File: src/rtl/atm_session_ctrl.sv
// Session sequencer for the ATM datapath: menu flow, request/reply handshakes,
// PIN-retry lockout, reply timeout and inactivity abort.
module atm_session_ctrl #(
  parameter int MAX_PIN_TRIES = 3,
  parameter int RESP_TIMEOUT  = 16,
  parameter int INACT_TIMEOUT = 1000000,
  parameter int MSG_CYCLES    = 200
) (
  input  logic        clk,
  input  logic        rst,
  input  logic        enter,
  input  logic        back,
  input  logic [1:0]  menuOption,
  input  logic [3:0]  status_code,
  output logic [15:0] current_state,
  output logic        ready,
  output logic [3:0]  status_code_fwd,
  output logic        authenticated,
  output logic [1:0]  pin_attempts,
  output logic        locked
);

  typedef enum logic [3:0] {
    S_IDLE       = 4'd0,
    S_ACC_NUM    = 4'd1,
    S_PIN_INPUT  = 4'd2,
    S_MENU       = 4'd3,
    S_SHOW_BAL   = 4'd4,
    S_CONVERT    = 4'd5,
    S_SEL_CONV_1 = 4'd6,
    S_SEL_CONV_2 = 4'd7,
    S_WITHDRAW   = 4'd8,
    S_SEL_AMT_WD = 4'd9,
    S_TRANSFER   = 4'd10,
    S_SEL_CUR_TR = 4'd11,
    S_SEL_AMT_TR = 4'd12,
    S_ERROR      = 4'd13,
    S_SUCCESS    = 4'd14
  } state_t;

  // Handshake: a request state raises ready for one cycle and sets await_reply;
  // status_code is then sampled every cycle once ready has dropped, and the
  // first code expected for that state ends the request.
  state_t      state, state_nxt;
  logic        await_reply, await_nxt;
  logic        ready_nxt;
  logic [3:0]  fwd_nxt;
  logic        auth_nxt, locked_nxt;
  logic [1:0]  pin_nxt, pin_inc;
  logic        resolved, timer_reload, in_flow;
  // One timer serves reply timeout, message hold and inactivity; the modes never overlap.
  logic [31:0] timer;

  assign in_flow = (state >= S_ACC_NUM) && (state <= S_SEL_AMT_TR);
  assign pin_inc = pin_attempts + 2'd1;

  always_comb begin
    state_nxt    = state;
    await_nxt    = await_reply;
    ready_nxt    = 1'b0;
    fwd_nxt      = 4'd0;
    auth_nxt     = authenticated;
    pin_nxt      = pin_attempts;
    locked_nxt   = locked;
    resolved     = 1'b0;
    timer_reload = 1'b0;

    if (await_reply) begin
      if (!ready) begin
        case (state)
          S_ACC_NUM, S_TRANSFER: begin
            if (status_code == 4'd1) begin
              resolved  = 1'b1;
              state_nxt = (state == S_ACC_NUM) ? S_PIN_INPUT : S_SEL_CUR_TR;
            end else if (status_code == 4'd2) begin
              resolved  = 1'b1;
              state_nxt = S_ERROR;
            end
          end
          S_PIN_INPUT: begin
            if (status_code == 4'd3) begin
              resolved  = 1'b1;
              state_nxt = S_MENU;
              auth_nxt  = 1'b1;
              pin_nxt   = 2'd0;
            end else if (status_code == 4'd4) begin
              resolved = 1'b1;
              pin_nxt  = pin_inc;
              if (pin_inc == 2'(MAX_PIN_TRIES)) begin
                locked_nxt = 1'b1;
                state_nxt  = S_ERROR;
              end
            end
          end
          S_SEL_CONV_1, S_SEL_AMT_WD, S_SEL_AMT_TR: begin
            if (status_code == 4'd5) begin
              resolved  = 1'b1;
              state_nxt = (state == S_SEL_CONV_1) ? S_SEL_CONV_2 : S_SUCCESS;
            end else if (status_code == 4'd6) begin
              resolved  = 1'b1;
              state_nxt = S_ERROR;
            end
          end
          default: ;
        endcase
      end
      if (resolved) begin
        await_nxt    = 1'b0;
        timer_reload = 1'b1;
      end else if (timer == 32'(RESP_TIMEOUT - 1)) begin
        await_nxt = 1'b0;
        state_nxt = S_ERROR;
      end
    end else if (state == S_ERROR || state == S_SUCCESS) begin
      if (timer == 32'(MSG_CYCLES - 1))
        state_nxt = (locked || !authenticated) ? S_IDLE : S_MENU;
    end else if (back) begin
      if (in_flow) begin
        timer_reload = 1'b1;
        state_nxt    = (state <= S_MENU) ? S_IDLE : S_MENU;
      end
    end else if (enter) begin
      timer_reload = 1'b1;
      case (state)
        S_IDLE:       if (!locked) state_nxt = S_ACC_NUM;
        S_ACC_NUM, S_PIN_INPUT, S_SEL_CONV_1, S_SEL_AMT_WD, S_TRANSFER, S_SEL_AMT_TR: begin
          ready_nxt = 1'b1;
          await_nxt = 1'b1;
        end
        S_MENU: begin
          case (menuOption)
            2'd0:    state_nxt = S_SHOW_BAL;
            2'd1:    state_nxt = S_CONVERT;
            2'd2:    state_nxt = S_WITHDRAW;
            default: state_nxt = S_TRANSFER;
          endcase
        end
        S_SHOW_BAL:   state_nxt = S_MENU;
        S_CONVERT:    state_nxt = S_SEL_CONV_1;
        S_WITHDRAW:   state_nxt = S_SEL_AMT_WD;
        S_SEL_CUR_TR: state_nxt = S_SEL_AMT_TR;
        S_SEL_CONV_2: begin
          ready_nxt = 1'b1;
          state_nxt = S_SUCCESS;
        end
        default: ;
      endcase
    end else if (in_flow && timer == 32'(INACT_TIMEOUT - 1)) begin
      state_nxt = S_IDLE;
      fwd_nxt   = 4'd7;
    end

    if (state_nxt == S_IDLE) begin
      auth_nxt = 1'b0;
      pin_nxt  = 2'd0;
    end
  end

  always_ff @(posedge clk or posedge rst) begin
    if (rst) begin
      state           <= S_IDLE;
      current_state   <= 16'h0001;
      await_reply     <= 1'b0;
      ready           <= 1'b0;
      status_code_fwd <= 4'd0;
      authenticated   <= 1'b0;
      pin_attempts    <= 2'd0;
      locked          <= 1'b0;
      timer           <= 32'd0;
    end else begin
      state           <= state_nxt;
      current_state   <= 16'd1 << state_nxt;
      await_reply     <= await_nxt;
      ready           <= ready_nxt;
      status_code_fwd <= fwd_nxt;
      authenticated   <= auth_nxt;
      pin_attempts    <= pin_nxt;
      locked          <= locked_nxt;
      if (state_nxt != state || timer_reload || state == S_IDLE)
        timer <= 32'd0;
      else
        timer <= timer + 32'd1;
    end
  end

endmodule

File: config.mk
export PLATFORM = sky130hd
export DESIGN_NAME = atm_session_ctrl
export DESIGN_NICKNAME = d
export VERILOG_FILES = /design/src/rtl/atm_session_ctrl.sv
export SDC_FILE = /design/constraint.sdc
export NUM_CORES = 1
export LEC_CHECK = 0
export ABC_CLOCK_PERIOD_IN_PS = 2450
export BUFFER_PORTS_ARGS = -buffer_cell sky130_fd_sc_hd__buf_2
export CAP_MARGIN = 20
export CORE_ASPECT_RATIO = 1.75
export CORE_MARGIN = 1
export CORE_UTILIZATION = 35
export CTS_CLUSTER_DIAMETER = 80
export DETAILED_ROUTE_END_ITERATION = 8
export MAX_ROUTING_LAYER = met4
export PLACE_DENSITY_LB_ADDON = 0.2
export REMOVE_ABC_BUFFERS = 1
export SYNTH_ARGS = -nofsm -noshare
export SYNTH_HDL_FRONTEND = slang
export SYNTH_SLANG_ARGS = --single-unit
File: constraint.sdc
create_clock -name clk -period 2.45 [get_ports clk]
set_clock_uncertainty 0.1 [all_clocks]
set_input_delay 0.245 -clock clk [delete_from_list [all_inputs] [get_ports clk]]
set_output_delay 0.245 -clock clk [all_outputs]
set_load 0.01 [all_outputs]
# After elaboration in Yosys (flattened, before gate mapping)

Index checks and enable logic that the tools add are counted.

Register bits: 62
Latch bits: 0
Memory bits (writable): 0
Memory bits (read-only): 0
Input bits: 10
Output and inout port bits: 25
Memories kept: 0

Add/sub/neg operators: 2
$mul: 0
Div/mod/pow operators: 0
Order comparisons: 3
Equal/unequal tests: 28
Shift operators: 1
Muxes and demuxes: 69
Bitwise operators: 2
Reductions and logical operators: 21

Operators with widths:

| cell                                                   | count |
|---|---|
| two-way mux 4 bit                                      | 20 |
| adder 32 x 1 -> 32 bit (second input constant)         | 1 |
| equality test 32 x 20 -> 1 bit (second input constant) | 1 |
| equality test 32 x 4 -> 1 bit (second input constant)  | 1 |
| equality test 32 x 8 -> 1 bit (second input constant)  | 1 |
| two-way mux 32 bit                                     | 1 |
| two-way mux 1 bit                                      | 31 |
| equality test 4 x 3 -> 1 bit (second input constant)   | 7 |
| equality test 4 bit (second input constant)            | 7 |
| case mux 4 bit (7 select lines)                        | 1 |
| case mux 4 bit (3 select lines)                        | 2 |
| equality test 4 x 2 -> 1 bit (second input constant)   | 4 |
| two-way mux 2 bit                                      | 8 |
| left shift 1 x 4 -> 16 bit (first input constant)      | 1 |
| two-way mux 3 bit                                      | 5 |
| equality test 4 x 1 -> 1 bit (second input constant)   | 2 |
| zero test 4 bit                                        | 2 |
| AND reduction 4 bit                                    | 2 |
| OR reduction 7 bit                                     | 1 |
| AND reduction 6 bit                                    | 1 |
| nonzero test 2 bit                                     | 3 |
| OR reduction 6 bit                                     | 1 |
| equality test 2 bit (second input constant)            | 2 |
| >= comparator 4 x 1 -> 1 bit (second input constant)   | 1 |
| 15 further kinds                                       | 20 |

# Logic depth before layout (Yosys ltp)

Gate-level depths: netlist (run 1).

Word-level depth: 14
Mapped depth: 12
Mapped depth without buffers: 10

# Least setup slack after synthesis (run 1)

Ideal clock, no wire load.

Kind: register to register
Start point: register timer[0]
End point: register authenticated
Setup time: 0.119 ns
Arrival time: 2.350 ns
Data required time: 2.231 ns
Path slack: -0.119 ns
Cell stages (with the launch flop): 10
Buffers on the path: 0
Period minus slack after synthesis: 2.569 ns
Cells stage by stage: dfrtp_1 > ha_1 > nand3_1 > or2_2 > o41ai_1 > a31oi_1 > o2bb2ai_4 > or3_1 > nor2_4 > nor2_1

Cells in the longest elaborated chain, start to end: 10
Elaborated cells between the ends (all ways): 19

RTL lines:

| what                                                                          | line | source |
|---|---|---|
| start: declaration                                                            | 52   | `logic [31:0] timer;` |
| start signal: assignment                                                      | 182  | `timer <= timer + 32'd1;` |
| equality test 32 x 20 -> 1 bit                                                | 148  | `end else if (in_flow && timer == 32'(INACT_TIMEOUT - 1)) begin` |
| logical AND 1 bit                                                             | 148  |  |
| two-way mux 4 bit                                                             | 148  |  |
| two-way mux 4 bit                                                             | 122  | `end else if (enter) begin` |
| two-way mux 4 bit                                                             | 117  | `end else if (back) begin` |
| two-way mux 4 bit                                                             | 114  | `end else if (state == S_ERROR \|\| state == S_SUCCESS) begin` |
| two-way mux 4 bit *                                                           | 68   | `if (await_reply) begin` |
| named net state_nxt[1]                                                        | 44   | `state_t state, state_nxt;` |
| zero test 4 bit *                                                             | 153  | `if (state_nxt == S_IDLE) begin` |
| != test 2 x 1 -> 1 bit (no source line) or nonzero test 2 bit (tied branches) | n/a  |  |
| AND reduction 4 bit (no source line)                                          | n/a  |  |
| end signal: assignment                                                        | 176  | `authenticated <= auth_nxt;` |
| end: declaration                                                              | 18   | `output logic authenticated,` |

The timed path passes the listed nets; every way through them passes the cells marked *.
A chain may end at the register's enable or synchronous reset.

# Worst setup path in the final report (run 1)

Start point: register state[0]
End point: register pin_attempts[0]

Cells in the longest elaborated chain, start to end: 11
Elaborated cells between the ends (all ways): 56

RTL lines:

| what                                                                  | line     | source |
|---|---|---|
| start: declaration                                                    | 44       |  |
| start signal: assignment                                              | 171      | `state <= state_nxt;` |
| >= comparator 4 x 1 -> 1 bit, or another cell as far along            | 54       | `assign in_flow = (state >= S_ACC_NUM) && (state <= S_SEL_AMT_TR);` |
| logical AND 1 bit, or another cell as far along                       | 54       |  |
| logical AND 1 bit, or another cell as far along                       | 148      |  |
| two-way mux 4 bit or case mux 4 bit (3 select lines) (tied branches)  | 148, 70  |  |
| two-way mux 4 bit (on tied branches)                                  | 122, 69  |  |
| two-way mux 4 bit (on tied branches)                                  | 117, 110 |  |
| two-way mux 4 bit (on tied branches)                                  | 114, 107 |  |
| two-way mux 4 bit *                                                   | 68       |  |
| named net state_nxt[3]                                                | 44       |  |
| zero test 4 bit *                                                     | 153      |  |
| != test 2 x 1 -> 1 bit (no source line), or another cell as far along | n/a      |  |
| AND reduction 4 bit (no source line)                                  | n/a      |  |
| end signal: assignment                                                | 177      | `pin_attempts <= pin_nxt;` |
| end: declaration                                                      | 19       | `output logic [1:0] pin_attempts,` |

The timed path passes the listed nets; every way through them passes the cells marked *. The select of a mux whose other input is x is not followed.

==> flow_summary_export.csv, run 1 <==
group,metric,value,unit
finish,final_core_util,52.4,%
timing,period_share,115,%
setup_path,crit_path_cell_trace,"buf_4 > buf_4 > o21ai_0 > a21oi_1 > a31oi_1 > a211oi_1 > buf_4 > a311o_2 > buf_12 > or3_4 > nor2_4 > a21oi_1",
synthesis,syn_area,3910,µm²
pwr,power_leakage,2.60,nW
routing,vias,3799,
floorplanning,rows,50,
timing,max_freq,355,MHz
routing,via_per_inst,5.21,
finish,antennaDiodeCount,0,
floorplanning,die_y,142,µm
finish,syn_to_final_growth,44.0,%
setup_path,critPathCaptureType,"register",
worst_hold_path,min_path_type,"in -> reg",
synthesis,ys_top_cells_by_count,"64 x nor2_1, 58 x dfrtp_1, 58 x nand2_1",
grt,use_met3,3.54,%
placement,place_congestion,0.885,
grt,gr-max-usage-layer,"met2",
timing,fin_tns_setup,-13890,ps
routing,ant_nets,0,
setup_path,critPathRequiredTime,2570,ps
clock_network,clock_latency,340,ps
clock_network,cts_tree,"built",
timing,grt_setup_unrepaired,"true",
grt,grt_usage,23.5,%
clock_network,root_buffer,"clkbuf_16",
timing,tightest_slew,528,ps
setup_path,worstPathArrival,2930,ps
grt,met1_usage,22.5,%
synthesis,avgSynthCellArea,8.89,µm²
routing,drt_first_pass_iters,4,
placement,dpl.hpwl,8890,µm
pwr,powerDensity,963,nW/µm²
setup_path,setup.worst_path.start_class,"register",
synthesis,synth_top_area_cell,"dfrtp_1",
grt,grt_max_degree,36,
synthesis,ys_async_sr_fraction,100,%
floorplanning,die_area,11600,µm²
setup_path,crit_path_frequent_cell,"buf_4",
synthesis,ys_types,85,
synthesis,yosysWarnings,0,
placement,place_area,5000,µm²
synthesis,ys_ff_latch,59,
routing,first_iter_violations,126,
setup_path,cpPeakStageDelay,470,ps
grt,use_met2,42.2,%
pwr,ir_drop,0.000697,V
timing,fin_crit,2810,ps
synthesis,synth-edff-count,0,
setup_path,crit_type,"reg -> reg",
floorplanning,core-area,10800,µm²
routing,wl,11900,µm
placement,post-place-ws,-560,ps
clock_network,cts.clk_slew.worst_paths,60,ps
synthesis,ys.flop_type,"dfrtp_1",
setup_path,r2r.worst_path.cells,12,
grt,antenna_found_initial,0,
routing,routedWlPerCell,16.3,µm
floorplanning,initial_core_util,36.4,%
timing,slew_headroom,64.8,%
worst_hold_path,min_path_cells,3,
floorplanning,io_pins,35,
clock_network,cts.path.max_buffers,2,
run,max_cap_violations,0,
synthesis,synthTopCellsByArea,"dfrtp_1 37%, nor2_1 6.1%, nand2_1 5.6%",
synthesis,post-synth-top-count-cell,"nor2_1",
timing,hold_viol,0,
timing,finalSetupViolCount,52,
outcome,violations,"negative setup slack",
clock_network,numCtsBuffers,9,
synthesis,synth-seq-area-share,37.8,%
timing,fin_ws,-363,ps
placement,io_buffers,33,
grt,overflow,0,
grt,grt_pass1_vias,4118,
clock_network,h-tree-depth,3,
clock_network,cts_sinks,59,
finish,drive_gt1_share,42.9,%
finish,design_area,5640,µm²
synthesis,synth_cells,440,
synthesis,synth.top_cell.area_share,37.1,%
outcome,status,"complete, but fails checks",
setup_path,cp_slowest_cell,"dfrtp_2",
setup_path,path_max_fanout,7,
timing,slew_violations,0,
floorplanning,chipWidth,81.9,µm
routing,drc,0,
finish,nets,606,
grt,grt_pass1_wl,19800,µm
## layout by cell type, fill, tap and decap left out, types with 8 or more instances in the layout
master / count
xnor2_1: 19
nor2_2: 14
buf_4: 124
and3_1: 8
inv_1: 8
buf_2: 33
nand2_1: 57
clkbuf_16: 9
nor2_1: 61
a21oi_1: 14
o21ai_0: 8
xor2_1: 13
nand3_1: 19
dfrtp_1: 54
## layout make-up
cell class | count | area, µm²
fillers | 986 | 5120
flip-flops and latches | 59 | 1480
clock inverters | 7 | 101
multi-input cells | 348 | 2380
inverters | 10 | 37.5
well taps | 130 | 163
clock buffers | 9 | 225
repair buffers | 166 | 1250
## sequential cells by signal (all words and copies together), names as in the netlist
register and flops:
timer 32, current_state 16, state 4, pin_attempts 2, authenticated 1, await_reply 1, locked 1, ready 1
status_code_fwd 1
## layer usage
metal	share of wire, %	wire (µm)
met4	5.5	651
met2	56	6700
met1	36	4310
met5	0	0
met3	1.9	229
## final timing paths
path,from,to,slack (ps)
worst max-delay path,state[0],pin_attempts[0],-360
worst min-delay path,enter,status_code_fwd[1],240
worst max register to register,state[0],pin_attempts[0],-360
worst min register to register,timer[0],timer[0],440
max in group asynchronous,rst,state[1],1260
min in group asynchronous,rst,current_state[14],390
## worst max-delay path, delay by kind of cell, from the launching register on
family / cells / cell delay, ps
AOI/OAI and AO/OA: 6 / 1000
and+or+nand+nor: 2 / 500
DFF: 1 / 470
buffers and inverters: 4 / 600
## timing repair
item,4_1_cts,5_1_grt
gates resized for setup,39,5
buffers inserted,13,1
cloned,0,0
setup endpoints to repair,54,55
hold buffers,1,0
pin swaps,13,0
endpoints found under the hold margin,23,0
## per-stage QoR
stage               power (mW)  std cells  hold WS, ps
floorplan                 2.48        417          329
global placement          3.67        698          213
detailed placement        3.69        698          223
CTS                       5.40        728          237
global route              5.73        729          260
finish                    5.43        729          244
## logic make-up after synthesis
group / Yosys count / synth area share, %
and+or+nand+nor: 238 / 32.7
AOI/OAI and AO/OA: 71 / 14.0
DFF: 59 / 37.8
xor gates and xnor gates: 35 / 8.22
buffers and inverters: 33 / 6.27
adders and majority gates: 2 / 0.639
other: 1 / 0.0958
muxes: 1 / 0.256
## report_power, final
group	leakage (nW)	switching [mW]	internal [mW]
Combinational	1.63	1.53	1.33
Sequential	0.807	0.106	1.08
Clock	0.158	0.485	0.898
Note: power is estimated with default switching activity, not from simulation.
==> run 2: changes to the inputs <==
--- a/config.mk
+++ b/config.mk
@@ -6,13 +6,13 @@
 export NUM_CORES = 1
 export LEC_CHECK = 0
 export ABC_CLOCK_PERIOD_IN_PS = 2450
-export BUFFER_PORTS_ARGS = -buffer_cell sky130_fd_sc_hd__buf_2
 export CAP_MARGIN = 20
 export CORE_ASPECT_RATIO = 1.75
 export CORE_MARGIN = 1
 export CORE_UTILIZATION = 35
 export CTS_CLUSTER_DIAMETER = 80
 export DETAILED_ROUTE_END_ITERATION = 8
+export DONT_BUFFER_PORTS = 1
 export MAX_ROUTING_LAYER = met4
 export PLACE_DENSITY_LB_ADDON = 0.2
 export REMOVE_ABC_BUFFERS = 1
==> run 2 against run 1 <==
The run still ends with negative setup slack left. Count of clock-buffer cells in the layout is the same. Global-route usage shrank 1.9 points. Hold slack lost 190 ps. Register-to-register slack lost 30 ps. Design area grew 1.7%. Largest power group unchanged. Total power grew 19%. Die area is the same. Combinational power grew 28%. First-iteration DRC count grew 45%. Clock power grew 20%.
==> flow_summary_export.csv, run 2 (synthesis results as in run 1) <==
group,metric,value,unit
placement,post-place-ws,-537,ps
clock_network,clock_latency,330,ps
finish,nets,570,
placement,dpl.hpwl,8760,µm
finish,regMostFlops,"timer",
timing,fin_ws,-398,ps
timing,slew_violations,0,
setup_path,path_max_fanout,12,
grt,grt_pass1_vias,3806,
routing,wl_met3,246,µm
placement,io_buffers,0,
pwr,power_leakage,2.50,nW
setup_path,r2r_slack,-400,ps
setup_path,setup.worst_path.start_class,"register",
routing,vias,3734,
timing,max_freq,351,MHz
timing,finalSetupViolCount,52,
setup_path,crit_type,"reg -> reg",
timing,tightest_slew,700,ps
setup_path,critPathRequiredTime,2610,ps
timing,slew_headroom,53.3,%
finish,reg_top3,"timer (32), current_state (16), state (4)",
setup_path,cpPeakStageDelay,460,ps
routing,via_per_inst,5.39,
floorplanning,die_area,11600,µm²
setup_path,path_buf_inv,4,
clock_network,cts.clk_slew.worst_paths,60,ps
clock_network,h-tree-depth,3,
clock_network,numCtsBuffers,9,
floorplanning,initial_core_util,36.4,%
timing,grt_setup_unrepaired,"true",
setup_path,worstPathArrival,3000,ps
routing,routedWlPerCell,17.7,µm
routing,drt_first_pass_iters,4,
floorplanning,io_pins,35,
routing,wl_met2,7150,µm
routing,ant_nets,0,
finish,layout_commonest_cell,"buf_4",
worst_hold_path,min_path_cells,2,
setup_path,crit_cells,12,
setup_path,cp_top_family,"simple AND/OR/NAND/NOR gates",
finish,layout_common_cells,"110 x buf_4, 55 x dfrtp_1, 52 x nand2_1",
floorplanning,die_y,142,µm
clock_network,cts_tree,"built",
finish,multi_input_area,2520,µm²
pwr,ir_drop,0.000710,V
setup_path,crit_path_cell_trace,"buf_4 > buf_4 > or4_4 > o2111ai_4 > nor4_4 > o21a_1 > or2_2 > a211oi_2 > o211ai_2 > buf_12 > buf_4 > nor2_2",
clock_network,cts_sinks,59,
setup_path,r2r.worst_path.cells,12,
grt,grt_max_degree,33,
outcome,violations,"negative setup slack",
finish,fillers,998,
finish,design_area,5730,µm²
pwr,total_power,6.48,mW
setup_path,critPathCaptureType,"register",
placement,place_area,4840,µm²
run,max_cap_violations,0,
grt,grt_usage,21.6,%
finish,syn_to_final_growth,46.4,%
clock_network,cts.path.max_buffers,2,
grt,grt_pass1_wl,18100,µm
finish,largest_reg_flops,32,
grt,antenna_found_initial,0,
worst_hold_path,min_path_type,"in -> reg",
timing,period_share,116,%
timing,fin_tns_setup,-16100,ps
routing,wl_met1,4250,µm
floorplanning,core-area,10800,µm²
setup_path,cp_slowest_cell,"or4_4",
finish,antennaDiodeCount,0,
pwr,powerDensity,1130,nW/µm²
placement,place_congestion,0.935,
grt,overflow,0,
finish,ff_latch_area,1480,µm²
routing,first_iter_violations,183,
timing,whs,56.7,ps
floorplanning,chipWidth,81.9,µm
timing,fin_crit,2850,ps
routing,routed.top_layer,"met4",
finish,drive_gt1_share,44.0,%
routing,drc,0,
outcome,status,"complete, but fails checks",
timing,hold_viol,0,
routing,wl,12300,µm
floorplanning,rows,50,
clock_network,root_buffer,"clkbuf_16",
setup_path,crit_path_frequent_cell,"buf_4",
run 2: cell types whose count changed in the layout (fill, tap and decap cells not counted), moves of 2 or more:
cell       delta
buf_12        +4
buf_2        -32
buf_4        -14
buf_6         +4
bufinv_16     +3
nand2_1       -5
nand2_4       +4
nor2_1       -21
nor2_2       +17
nor2_4        +4
nor4_2        -4
nor4_4        +3
o21ai_1       -2
run 2: area by class of cell:
cell class | count | share of cell area [%]
multi-input combinational | 348 | 44.0
sequential | 59 | 25.9
inverter | 10 | 0.655
timing repair buffer | 130 | 19.9
tap | 130 | 2.84
clock buffer | 9 | 3.93
clock inverter | 7 | 2.86
run 2: what timing repair did:
item	in CTS	in global routing
hold buffers	1	0
hold endpoints to repair	29	0
gates resized for setup	24	59
setup endpoints to repair	52	54
gates cloned	0	2
pin swaps	11	18
setup buffers	4	10
run 2: worst paths after layout:
check,from,to
setup / recovery,state[2],timer[10]
hold / removal,enter,ready
max in group asynchronous,rst,state[3]
setup reg to reg,state[2],timer[10]
hold reg to reg,timer[0],timer[0]
min in group asynchronous,rst,current_state[3]
run 2: power breakdown:
| part | internal [mW] | switching [mW] | total, mW | leakage [nW] |
|---|---|---|---|---|
| combinational | 1.81 | 1.84 | 3.65 | 1.50 |
| sequential | 1.08 | 0.0965 | 1.17 | 0.808 |
| clock | 1.20 | 0.457 | 1.66 | 0.190 |
run 2: metrics by stage:
| stage | util, % | cells |
|---|---|---|
| after floorplan | - | 417 |
| after global placement | 44.9 | 662 |
| after detailed placement | 44.9 | 662 |
| after CTS | 49.9 | 682 |
| after global routing | 53.3 | 693 |
| final | 53.3 | 693 |
run 2: routing by layer:
layer	track usage (%)	vias to the layer above
met5	-	-
met4	14.4	0
met3	3.02	38
met2	39.8	62
met1	19.5	1847
li1	-	1787
